## config.mk

```make
export PLATFORM = sky130hd
export DESIGN_NAME = qslice_n
export DESIGN_NICKNAME = d
export VERILOG_FILES = /design/src/rtl/qslice_pkg.sv /design/src/rtl/qslice_n_fp_sync.sv /design/src/rtl/qslice_n.sv
export SDC_FILE = /design/constraint.sdc
export NUM_CORES = 1
export LEC_CHECK = 0
export BUFFER_PORTS_ARGS = -buffer_cell sky130_fd_sc_hd__buf_2
export CAP_MARGIN = 20
export CORE_UTILIZATION = 35
export CTS_CLUSTER_DIAMETER = 30
export DETAILED_ROUTE_END_ITERATION = 7
export GPL_ROUTABILITY_DRIVEN = 0
export MAX_ROUTING_LAYER = met4
export PLACE_DENSITY = 0.67
export SKIP_CTS_REPAIR_TIMING = 1
export SYNTH_ARGS = -nofsm -noshare
export SYNTH_HDL_FRONTEND = slang
export SYNTH_SLANG_ARGS = --single-unit
```

## constraint.sdc

```tcl
create_clock -name clk -period 1.62 [get_ports clk]
set_clock_uncertainty 0.05 [all_clocks]
set_input_delay 0.081 -clock clk [delete_from_list [all_inputs] [get_ports clk]]
set_output_delay 0.081 -clock clk [all_outputs]
set_load 0.02 [all_outputs]
```

## src/rtl/qslice_pkg.sv

```systemverilog
// Shared types for the qslice_n CPU slice: front-panel FSM states and the
// X-register source select encodings.
package qslice_pkg;

    typedef enum logic [2:0] {
        FP_IDLE     = 3'd0,
        FP_DEP_WR   = 3'd1,
        FP_EXAM_RD  = 3'd2,
        FP_INC      = 3'd3,
        FP_WAIT_REL = 3'd4
    } fp_state_e;

    typedef enum logic [1:0] {
        XSEL_ZERO  = 2'd0,
        XSEL_SHIFT = 2'd1,
        XSEL_P     = 2'd2,
        XSEL_DBUS  = 2'd3
    } xsel_e;

endpackage

```

## src/rtl/qslice_n_fp_sync.sv

```systemverilog
// Front-panel button synchroniser (SYNC_STAGES flops) with rising-edge detect.
// An edge is only reported after the button has been seen low since reset.
module fp_sync #(
    parameter int SYNC_STAGES = 2
) (
    input  logic clk,
    input  logic nrst,
    input  logic btn_i,
    output logic level_o,
    output logic rise_o
);
    logic [SYNC_STAGES-1:0] sync_q, sync_d;
    logic [SYNC_STAGES-1:0] fill_q, fill_d;
    logic                   prev_q, prev_d;
    logic                   armed_q, armed_d;

    // fill_q tracks which sync stages hold real samples; reset zeros are not
    // evidence that the button was released.
    always_comb begin
        sync_d  = {sync_q[SYNC_STAGES-2:0], btn_i};
        fill_d  = {fill_q[SYNC_STAGES-2:0], 1'b1};
        prev_d  = sync_q[SYNC_STAGES-1];
        armed_d = armed_q | (fill_q[SYNC_STAGES-1] & ~sync_q[SYNC_STAGES-1]);
    end

    always_ff @(posedge clk or negedge nrst) begin
        if (!nrst) begin
            sync_q  <= '0;
            fill_q  <= '0;
            prev_q  <= 1'b0;
            armed_q <= 1'b0;
        end else begin
            sync_q  <= sync_d;
            fill_q  <= fill_d;
            prev_q  <= prev_d;
            armed_q <= armed_d;
        end
    end

    assign level_o = sync_q[SYNC_STAGES-1];
    assign rise_o  = armed_q & sync_q[SYNC_STAGES-1] & ~prev_q;
endmodule

```

## src/rtl/qslice_n.sv

```systemverilog
// qslice_n: A/X/P/S register slice with front-panel deposit/examine sequencer.
// Define QSLICE_N_AUTOINC_EN to make deposit/examine auto-increment P.
module qslice_n
    import qslice_pkg::*;
#(
    parameter int WIDTH       = 12,
    parameter int SYNC_STAGES = 2
) (
    input  logic             clk,
    input  logic             nrst,
    input  logic [WIDTH-1:0] dbus_i,
    output logic [WIDTH-1:0] dbus_o,
    output logic             dbus_oe,
    output logic [WIDTH-1:0] abus_o,
    output logic             mem_wr,
    output logic             mem_rd,
    input  logic             wra,
    input  logic             rda,
    input  logic             wrx,
    input  logic             rdx,
    input  logic             wrp,
    input  logic             rdp,
    input  logic             incp,
    input  logic             wrs,
    input  logic [1:0]       xsel,
    input  logic             sin,
    output logic [WIDTH-1:0] a_q,
    output logic [WIDTH-1:0] x_q,
    output logic [WIDTH-1:0] p_q,
    output logic             sout,
    output logic             p_carry,
    input  logic [WIDTH-1:0] sw,
    input  logic             dep,
    input  logic             exam,
    input  logic             halted,
    output logic             fp_busy
);
    fp_state_e        state_q, state_d;
    logic [WIDTH-1:0] a_d, x_d, p_d;
    logic             s_q, s_d;
    logic             p_carry_q, p_carry_d;
    logic             mem_wr_q, mem_wr_d;
    logic             mem_rd_q, mem_rd_d;
    logic             fp_busy_q, fp_busy_d;
    logic [WIDTH:0]   p_sum;
    logic             cpu_en;
    logic             dep_lvl, dep_rise, exam_lvl, exam_rise;

    fp_sync #(.SYNC_STAGES(SYNC_STAGES)) u_sync_dep (
        .clk(clk), .nrst(nrst), .btn_i(dep), .level_o(dep_lvl), .rise_o(dep_rise)
    );

    fp_sync #(.SYNC_STAGES(SYNC_STAGES)) u_sync_exam (
        .clk(clk), .nrst(nrst), .btn_i(exam), .level_o(exam_lvl), .rise_o(exam_rise)
    );

    // The CPU owns the registers only while the panel sequencer is idle.
    assign cpu_en = (state_q == FP_IDLE);
    assign p_sum  = {1'b0, p_q} + {{WIDTH{1'b0}}, 1'b1};

    always_comb begin
        a_d = a_q;
        s_d = s_q;
        x_d = x_q;
        p_d = p_q;
        p_carry_d = 1'b0;

        if (cpu_en && wra) a_d = dbus_i;
        if (cpu_en && wrs) s_d = sin;

        if (cpu_en && wrx) begin
            case (xsel_e'(xsel))
                XSEL_ZERO:  x_d = '0;
                XSEL_SHIFT: x_d = {sin, x_q[WIDTH-1:1]};
                XSEL_P:     x_d = p_q;
                XSEL_DBUS:  x_d = dbus_i;
                default:    x_d = x_q;
            endcase
        end else if (state_q == FP_DEP_WR) begin
            x_d = sw;
        end else if (state_q == FP_EXAM_RD) begin
            x_d = dbus_i;
        end

        // A load of P overrides any increment, and so never flags a wrap.
        if (cpu_en && wrp) begin
            p_d = dbus_i;
        end else if ((cpu_en && incp) || state_q == FP_INC) begin
            p_d       = p_sum[WIDTH-1:0];
            p_carry_d = p_sum[WIDTH];
        end
    end

    always_comb begin
        state_d = state_q;
        case (state_q)
            FP_IDLE: begin
                if (halted && dep_rise)       state_d = FP_DEP_WR;
                else if (halted && exam_rise) state_d = FP_EXAM_RD;
            end
`ifdef QSLICE_N_AUTOINC_EN
            FP_DEP_WR, FP_EXAM_RD: state_d = FP_INC;
`else
            FP_DEP_WR, FP_EXAM_RD: state_d = FP_WAIT_REL;
`endif
            FP_INC: state_d = FP_WAIT_REL;
            FP_WAIT_REL: begin
                if (!dep_lvl && !exam_lvl) state_d = FP_IDLE;
            end
            default: state_d = FP_IDLE;
        endcase

        // Strobes are registered copies of the state being entered.
        mem_wr_d  = (state_d == FP_DEP_WR);
        mem_rd_d  = (state_d == FP_EXAM_RD);
        fp_busy_d = (state_d != FP_IDLE);
    end

    always_ff @(posedge clk or negedge nrst) begin
        if (!nrst) begin
            state_q   <= FP_IDLE;
            a_q       <= '0;
            x_q       <= '0;
            p_q       <= '0;
            s_q       <= 1'b0;
            p_carry_q <= 1'b0;
            mem_wr_q  <= 1'b0;
            mem_rd_q  <= 1'b0;
            fp_busy_q <= 1'b0;
        end else begin
            state_q   <= state_d;
            a_q       <= a_d;
            x_q       <= x_d;
            p_q       <= p_d;
            s_q       <= s_d;
            p_carry_q <= p_carry_d;
            mem_wr_q  <= mem_wr_d;
            mem_rd_q  <= mem_rd_d;
            fp_busy_q <= fp_busy_d;
        end
    end

    // Read mux is combinational; gated by nrst so the bus is released in reset.
    always_comb begin
        dbus_o  = '0;
        dbus_oe = 1'b0;
        if (nrst) begin
            if (cpu_en && rda) begin
                dbus_o = a_q;  dbus_oe = 1'b1;
            end else if (cpu_en && rdp) begin
                dbus_o = p_q;  dbus_oe = 1'b1;
            end else if (cpu_en && rdx) begin
                dbus_o = x_q;  dbus_oe = 1'b1;
            end else if (state_q == FP_DEP_WR) begin
                dbus_o = sw;   dbus_oe = 1'b1;
            end
        end
    end

    assign abus_o  = p_q;
    assign sout    = s_q;
    assign p_carry = p_carry_q;
    assign mem_wr  = mem_wr_q;
    assign mem_rd  = mem_rd_q;
    assign fp_busy = fp_busy_q;
endmodule
```

==> summary.txt, run 1 <==
Logic synthesis
  – Post-synth ARST share: 100%
  – Netlist cell types: 43
  – Synthesized flop and latch total: 54
  – Syn Inst Count: 309
  – EDFF count, synth: 0
  – Syn nets: between 300 and 400
  – Synthesized area: 3030 um2
  – Post-synthesis sequential area ratio: between 40% and 50%
  – Main synth FF type: dfrtp_1
  – Syn avg cell area: 9.82 um2
  – Yosys warns: 0

Floorplan
  – Boundary Pins: approximately 110
  – Row count: 33
  – Starting Density: between 30% and 40%
  – Die Area: 9040 um2
  – Die height: 95.1 um
  – Die width: around 95 um
  – Core ar.: 8300 um2

CTS
  – Clock Pin Slew Worst Setup and Hold Paths: ~110 ps
  – CTS tree: done
  – H-tree depth: 2
  – CTS Root Cell: clkbuf_8
  – Total CTS buffers: 5
  – Clock sink total: 54
  – Clock Latency Late Sink: 320 ps
  – CTS max path bufs: 2

Min path
  – Hold Crit Class: in -> reg
  – Worst hold start: dbus_i[6]
  – Worst hold path depth: 2
  – Hold Path Sink: a_q[6]$_DFFE_PN0P_

Finish
  – Sequential cell area: ~1400 um2
  – Diode count: 0
  – Synth-to-layout area growth: 60.5%
  – Final core utilization: between 50% and 60%
  – Commonest cells after routing, fill and taps aside: buf_2, dfrtp_1, buf_4, nand2_1, mux2_2
  – Finished Cell Area: between 4000 and 5000 um2
  – Multi-input combinational cell area: between 2000 and 2500 um2
  – Number of fillers in the final layout: slightly below 700
  – Commonest non-fill, non-tap cell in the layout: buf_2
  – Final net count: approximately 490
  – Ratio of cells with drive above 1 in the final layout: between 50% and 60%

Critical path
  – Arr. time, crit path: 1920 ps
  – FF-to-FF setup slack: -330 ps
  – R2R Path End: abus_o[9]$_DFFE_PN0P_
  – CP required: between 1000 and 1500 ps
  – Kind of end point of the critical path: output pin
  – Worst reg-to-reg path cell count: 6
  – Startpoint types: flop
  – Worst Setup Path Type: reg -> out
  – Worst-path fanout max: 8
  – Critical R2R Launch: state_q[1]$_DFF_PN0_

Timing
  – Fmax: between 400 and 500 MHz
  – Slew Viols, Final: 0
  – Final setup viols: 43
  – Post-route minimum period: about 2100 ps
  – Period utilisation layout: 127%
  – RSZ-0062 raised after global routing: true
  – Final WS setup: -433 ps
  – WHS: -7.85 ps
  – Final Hold Fails: 1

Global routing
  – All-layer global routing usage: around 22%
  – Number of antenna violations at the first check in global routing: 0
  – Global-route wire length before repair: 14.5 mm
  – Largest net degree at the start of global routing: 52
  – Vias in the first global route: between 2000 and 3000
  – GRT overflow: 0

Drt
  – Routed vias: around 3000
  – Total wire length: 10.2 mm
  – Drt pass-1 iters: 4
  – Starting DRT DRC Count: roughly 170
  – Routed wire per std cell: about 18 um
  – Antenna-violating nets left: 0
  – DRC viols: 0
  – Vias per cell: 5.49

Power
  – PD cells: 1600 nW/um2
  – P_sw: roughly 3.6 mW
  – Flop pwr share: around 30%
  – Sw Share: 46.0%
  – Clock network fraction of total power: 12.3%
  – P_int: between 4 and 5 mW
  – Combinational share of power: between 50 and 60%
  – Maximum vdd drop: a little over 0.7 mV
  – Leak: about 2.1 nW

Placed design
  – Hpwl dp: a little over 7 mm
  – Placed cell area: 4190 um2
  – Port bufs: 105

Run status
  – Outcome: complete, but fails checks
  – Failing checks: hold timing, setup timing

Flow run
  – MaxCap Viol Count: 0
==> power by group through the flow <==
stage | sequential [mW] | combinational (mW) | clock (mW)
3_3_place_gp | 2.28 | 3.93 | 0
6_report | 2.34 | 4.50 | 0.959
2_1_floorplan | 2.80 | 1.99 | 0
4_1_cts | 2.28 | 3.99 | 0.980
5_1_grt | 2.40 | 4.81 | 1.03
3_5_place_dp | 2.30 | 3.98 | 0
==> registers in the layout, indices dropped and copies added, names as in the netlist <==
register             flops
a_q                     12
abus_o                  12
fp_busy                  1
mem_rd                   1
mem_wr                   1
p_carry                  1
sout                     1
state_q                  3
u_sync_dep.armed_q       1
u_sync_dep.fill_q        1
u_sync_dep.prev_q        1
u_sync_dep.sync_q        2
u_sync_exam.armed_q      1
u_sync_exam.fill_q       1
u_sync_exam.prev_q       1
u_sync_exam.sync_q       2
x_q                     12
==> per-stage QoR <==
| step | cells | power [mW] | hold WS, ps | setup TNS [ps] | setup WS, ps |
|---|---|---|---|---|---|
| floorplan | 309 | 4.80 | -265 | -619 | -71.6 |
| detailed placement | 534 | 6.27 | 43.9 | -5220 | -213 |
| global placement | 534 | 6.21 | 44.5 | -3610 | -205 |
| finish | 557 | 7.80 | -7.85 | -9870 | -433 |
| CTS | 542 | 7.24 | -310 | -11560 | -587 |
| global route | 557 | 8.23 | 0.283 | -12570 | -508 |
==> metal layers <==
| metal | vias up | part of all wire [%] | track usage (%) |
|---|---|---|---|
| li1 | 1411 | - | - |
| met1 | 1501 | 43 | 30.4 |
| met4 | 0 | 1.7 | 5.68 |
| met3 | 17 | 7.2 | 2.23 |
| met2 | 129 | 48 | 34.0 |
| met5 | - | 0 | - |
==> worst max-delay path by stage <==
stage	to	cells after the start	start	slack (ps)
global placement	dbus_o[10]	7	state_q[0]$_DFF_PN0_	-210
global route	dbus_o[7]	7	state_q[0]$_DFF_PN0_	-510
finish	dbus_o[9]	7	state_q[0]$_DFF_PN0_	-430
floorplan	abus_o[6]$_DFFE_PN0P_	6	state_q[0]$_DFF_PN0_	-70
CTS	dbus_o[10]	7	state_q[0]$_DFF_PN0_	-590
detailed placement	dbus_o[10]	7	state_q[0]$_DFF_PN0_	-210
==> cell usage after synthesis (all sizes together), types with 6 or more instances <==
master	number	share of area [%]
buf	19	4.3
nand2	48	5.9
mux2	25	9.3
o221ai	22	6.4
a21oi	16	3.0
xor2	9	2.6
a31oi	10	2.1
o21ai	6	0.99
dfrtp	54	45
nor2	16	2.0
a21boi	13	3.2
clkbuf	14	1.7
a22oi	12	3.0
==> cell type report <==
| cell class | count | share of cell area, % |
|---|---|---|
| timing repair buffer | 168 | 25.0 |
| multi-input combinational | 219 | 41.9 |
| sequential | 54 | 27.8 |
| inverter | 3 | 0.231 |
| tap | 105 | 2.70 |
| clock buffer | 5 | 1.41 |
| clock inverter | 3 | 0.976 |
==> critical path: stages, from the launching register on <==
cell and delay [ps]:
dfrtp_2 500, nor3_4 230, nand2_2 80, or2_4 250, buf_4 170, o221ai_4 180, a31oi_4 40, buf_4 160
==> logic make-up after synthesis <==
group | count (synthesis) | share of synthesized area (%)
and+or+nand+nor | 91 | 14.1
buffers and inverters | 36 | 6.43
other | 1 | 0.124
xor gates and xnor gates | 12 | 3.46
muxes | 26 | 9.61
adders and majority gates | 1 | 0.412
DFF | 54 | 44.5
AOI/OAI and AO/OA | 88 | 21.3
No activity file was read; power rests on OpenSTA's default activity.
==> run 2: changes to the inputs <==
Settings changed: HOLD_SLACK_MARGIN set to 0.08.
==> run 2 against run 1 <==
Effect of this change:
- clock power about the same
- via count up 2.2%
- largest power group unchanged
- cell area increased by 2.7%
- highest routed layer unchanged
- the run ends with setup timing left
- first-iteration DRC count grew 13%
- fmax is 0.19% higher
- combinational power about the same
- global-route usage unchanged
- critical path depth unchanged
- power increased by 0.42%
==> summary.txt, run 2 (same netlist as run 1, synthesis figures left out) <==
Run status
  – Outcome: complete, but fails checks
  – Failing checks: setup timing

Flow run
  – MaxCap Viol Count: 0 (unchanged)

Finish
  – Sequential cell area: 1360 um2 (unchanged)
  – Final net count: 505 (+2.6%)
  – Diode count: 0 (unchanged)
  – Non-filler cells, final: 570 (+2.3%)
  – Commonest cells after routing, fill and taps aside: buf_2, dfrtp_1, buf_4, nand2_1, mux2_2
  – Number of fillers in the final layout: 666 (-1.8%)
  – Synth-to-layout area growth: 64.8%
  – Commonest non-fill, non-tap cell in the layout: buf_2
  – Multi-input combinational cell area: 2040 um2 (unchanged)
  – Ratio of cells with drive above 1 in the final layout: 57.2% (-1.6 points)

Critical path
  – Crit-path slowest cell: dfrtp_2
  – Arr. time, crit path: 1920 ps (about the same)
  – Worst-path fanout max: 8 (unchanged)
  – Startpoint types: flop
  – R2R Path End: abus_o[9]$_DFFE_PN0P_
  – Worst Setup Path Type: reg -> out
  – Kind of end point of the critical path: output pin
  – CP startpoint: state_q[0]$_DFF_PN0_
  – FF-to-FF setup slack: -320 ps (about the same)
  – Cells along the critical path: nor3_4, nand2_2, or2_4, buf_4, o221ai_4, a31oi_4, buf_4
  – Worst reg-to-reg path cell count: 6 (unchanged)
  – Critical R2R Launch: state_q[1]$_DFF_PN0_
  – Cell mode on critical path: buf_4
  – CP required: 1490 ps (about the same)
  – Slowest stage delay, CP: 500 ps (about the same)
  – Critical Path Sink: dbus_o[9]

Global routing
  – GRT overflow: 0 (unchanged)
  – Routing usage on met1: 30.4% (unchanged)
  – Vias in the first global route: 2775 (unchanged)
  – GRT busiest layer: met2
  – Largest net degree at the start of global routing: 52 (unchanged)
  – Met2 GRT Util: 34.0% (unchanged)
  – Number of antenna violations at the first check in global routing: 0 (unchanged)
  – All-layer global routing usage: 21.9% (unchanged)
  – Global-route wire length before repair: 14.5 mm (unchanged)
  – Met3 GRT Util: 2.23% (unchanged)

CTS
  – H-tree depth: 2 (unchanged)
  – CTS tree: done
  – Clock Latency Late Sink: 320 ps (about the same)
  – CTS Root Cell: clkbuf_8
  – CTS max path bufs: 2 (unchanged)
  – Clock Pin Slew Worst Setup and Hold Paths: 110 ps (about the same)
  – Total CTS buffers: 5 (unchanged)
  – Clock sink total: 54 (unchanged)

Timing
  – Slew Viols, Final: 0 (unchanged)
  – WHS: 173 ps (+181 ps)
  – Final Hold Fails: 0 (-1)
  – Final WS setup: -429 ps (+3.94 ps)
  – Fmax: 488 MHz (+0.19%)
  – Post-route minimum period: 2050 ps (-3.94 ps)
  – Period utilisation layout: 126% (-0.24 points)
  – RSZ-0062 raised after global routing: true
  – Final setup viols: 43 (unchanged)

Drt
  – Routed vias: 3126 (+2.2%)
  – Total wire length: 10.3 mm (+1.3%)
  – Vias per cell: 5.48 (-0.11%)
  – Starting DRT DRC Count: 194 (+13%)
  – Antenna-violating nets left: 0 (unchanged)
  – DRC viols: 0 (unchanged)
  – Routed wire per std cell: 18.1 um (-0.97%)
  – Drt pass-1 iters: 4 (unchanged)

Floorplan
  – Row count: 33 (unchanged)
  – Die Area: 9040 um2 (unchanged)
  – Starting Density: 36.6% (unchanged)
  – Boundary Pins: 106 (unchanged)
  – Core ar.: 8300 um2 (unchanged)
  – Die height: 95.1 um (unchanged)
  – Die width: 95.1 um (unchanged)

Power
  – PD cells: 1570 nW/um2 (-2.2%)
  – Leak: 2.18 nW (+2.6%)
  – Maximum vdd drop: 0.720 mV (-0.12%)

Min path
  – Hold Crit Class: in -> reg

Placed design
  – Dpl cells: 534 (unchanged)
  – Port bufs: 105 (unchanged)
  – Hpwl dp: 7.17 mm (unchanged)
run 2: per-layer routing:
metal | wire length (um) | vias up
met1 | 4400 | 1528
met4 | 194 | 0
met2 | 4950 | 143
met5 | 0 | -
li1 | - | 1436
met3 | 807 | 19
run 2: worst min path at each step:
stage,start,to,slack [ps],cells after the start
floorplan,nrst,a_q[0]$_DFFE_PN0P_,-260,0
global placement,nrst,u_sync_dep.sync_q[0]$_DFF_PN0_,40,2
detailed placement,nrst,u_sync_exam.sync_q[0]$_DFF_PN0_,40,2
CTS,nrst,u_sync_exam.sync_q[0]$_DFF_PN0_,-310,2
global route,sw[8],x_q[8]$_DFFE_PN0P_,210,4
finish,sw[6],x_q[6]$_DFFE_PN0P_,170,4
run 2: critical path, delay by kind of cell (launching register included):
| kind | cells | cell delay, ps |
|---|---|---|
| DFF | 1 | 500 |
| AOI/OAI and AO/OA | 2 | 220 |
| and+or+nand+nor | 3 | 560 |
| buffers and inverters | 2 | 330 |
run 2: final cells by class:
cell class / instances / area share (%)
flip-flops and latches: 54 / 27.1
clock buffers: 5 / 1.38
repair buffers: 181 / 26.9
well taps: 105 / 2.63
clock inverters: 3 / 0.951
multi-input cells: 219 / 40.8
inverters: 3 / 0.225
run 2: power breakdown:
| part | switching, mW | internal, mW | leakage [nW] | total, mW |
|---|---|---|---|---|
| clock network | 0.492 | 0.470 | 0.0587 | 0.962 |
| registers | 0.550 | 1.79 | 0.639 | 2.34 |
| logic | 2.56 | 1.97 | 1.48 | 4.53 |
run 2: metrics by stage:
step | setup slack [ps] | total power, mW | area, um2 | TNS [ps] | util (%)
CTS | -587 | 7.24 | 4310 | -11560 | 51.9
finish | -429 | 7.83 | 5000 | -9810 | 60.2
global route | -508 | 8.27 | 5000 | -12610 | 60.2
global placement | -205 | 6.21 | 4190 | -3610 | 50.5
detailed placement | -213 | 6.27 | 4190 | -5220 | 50.5
floorplan | -71.6 | 4.80 | 3290 | -619 | -
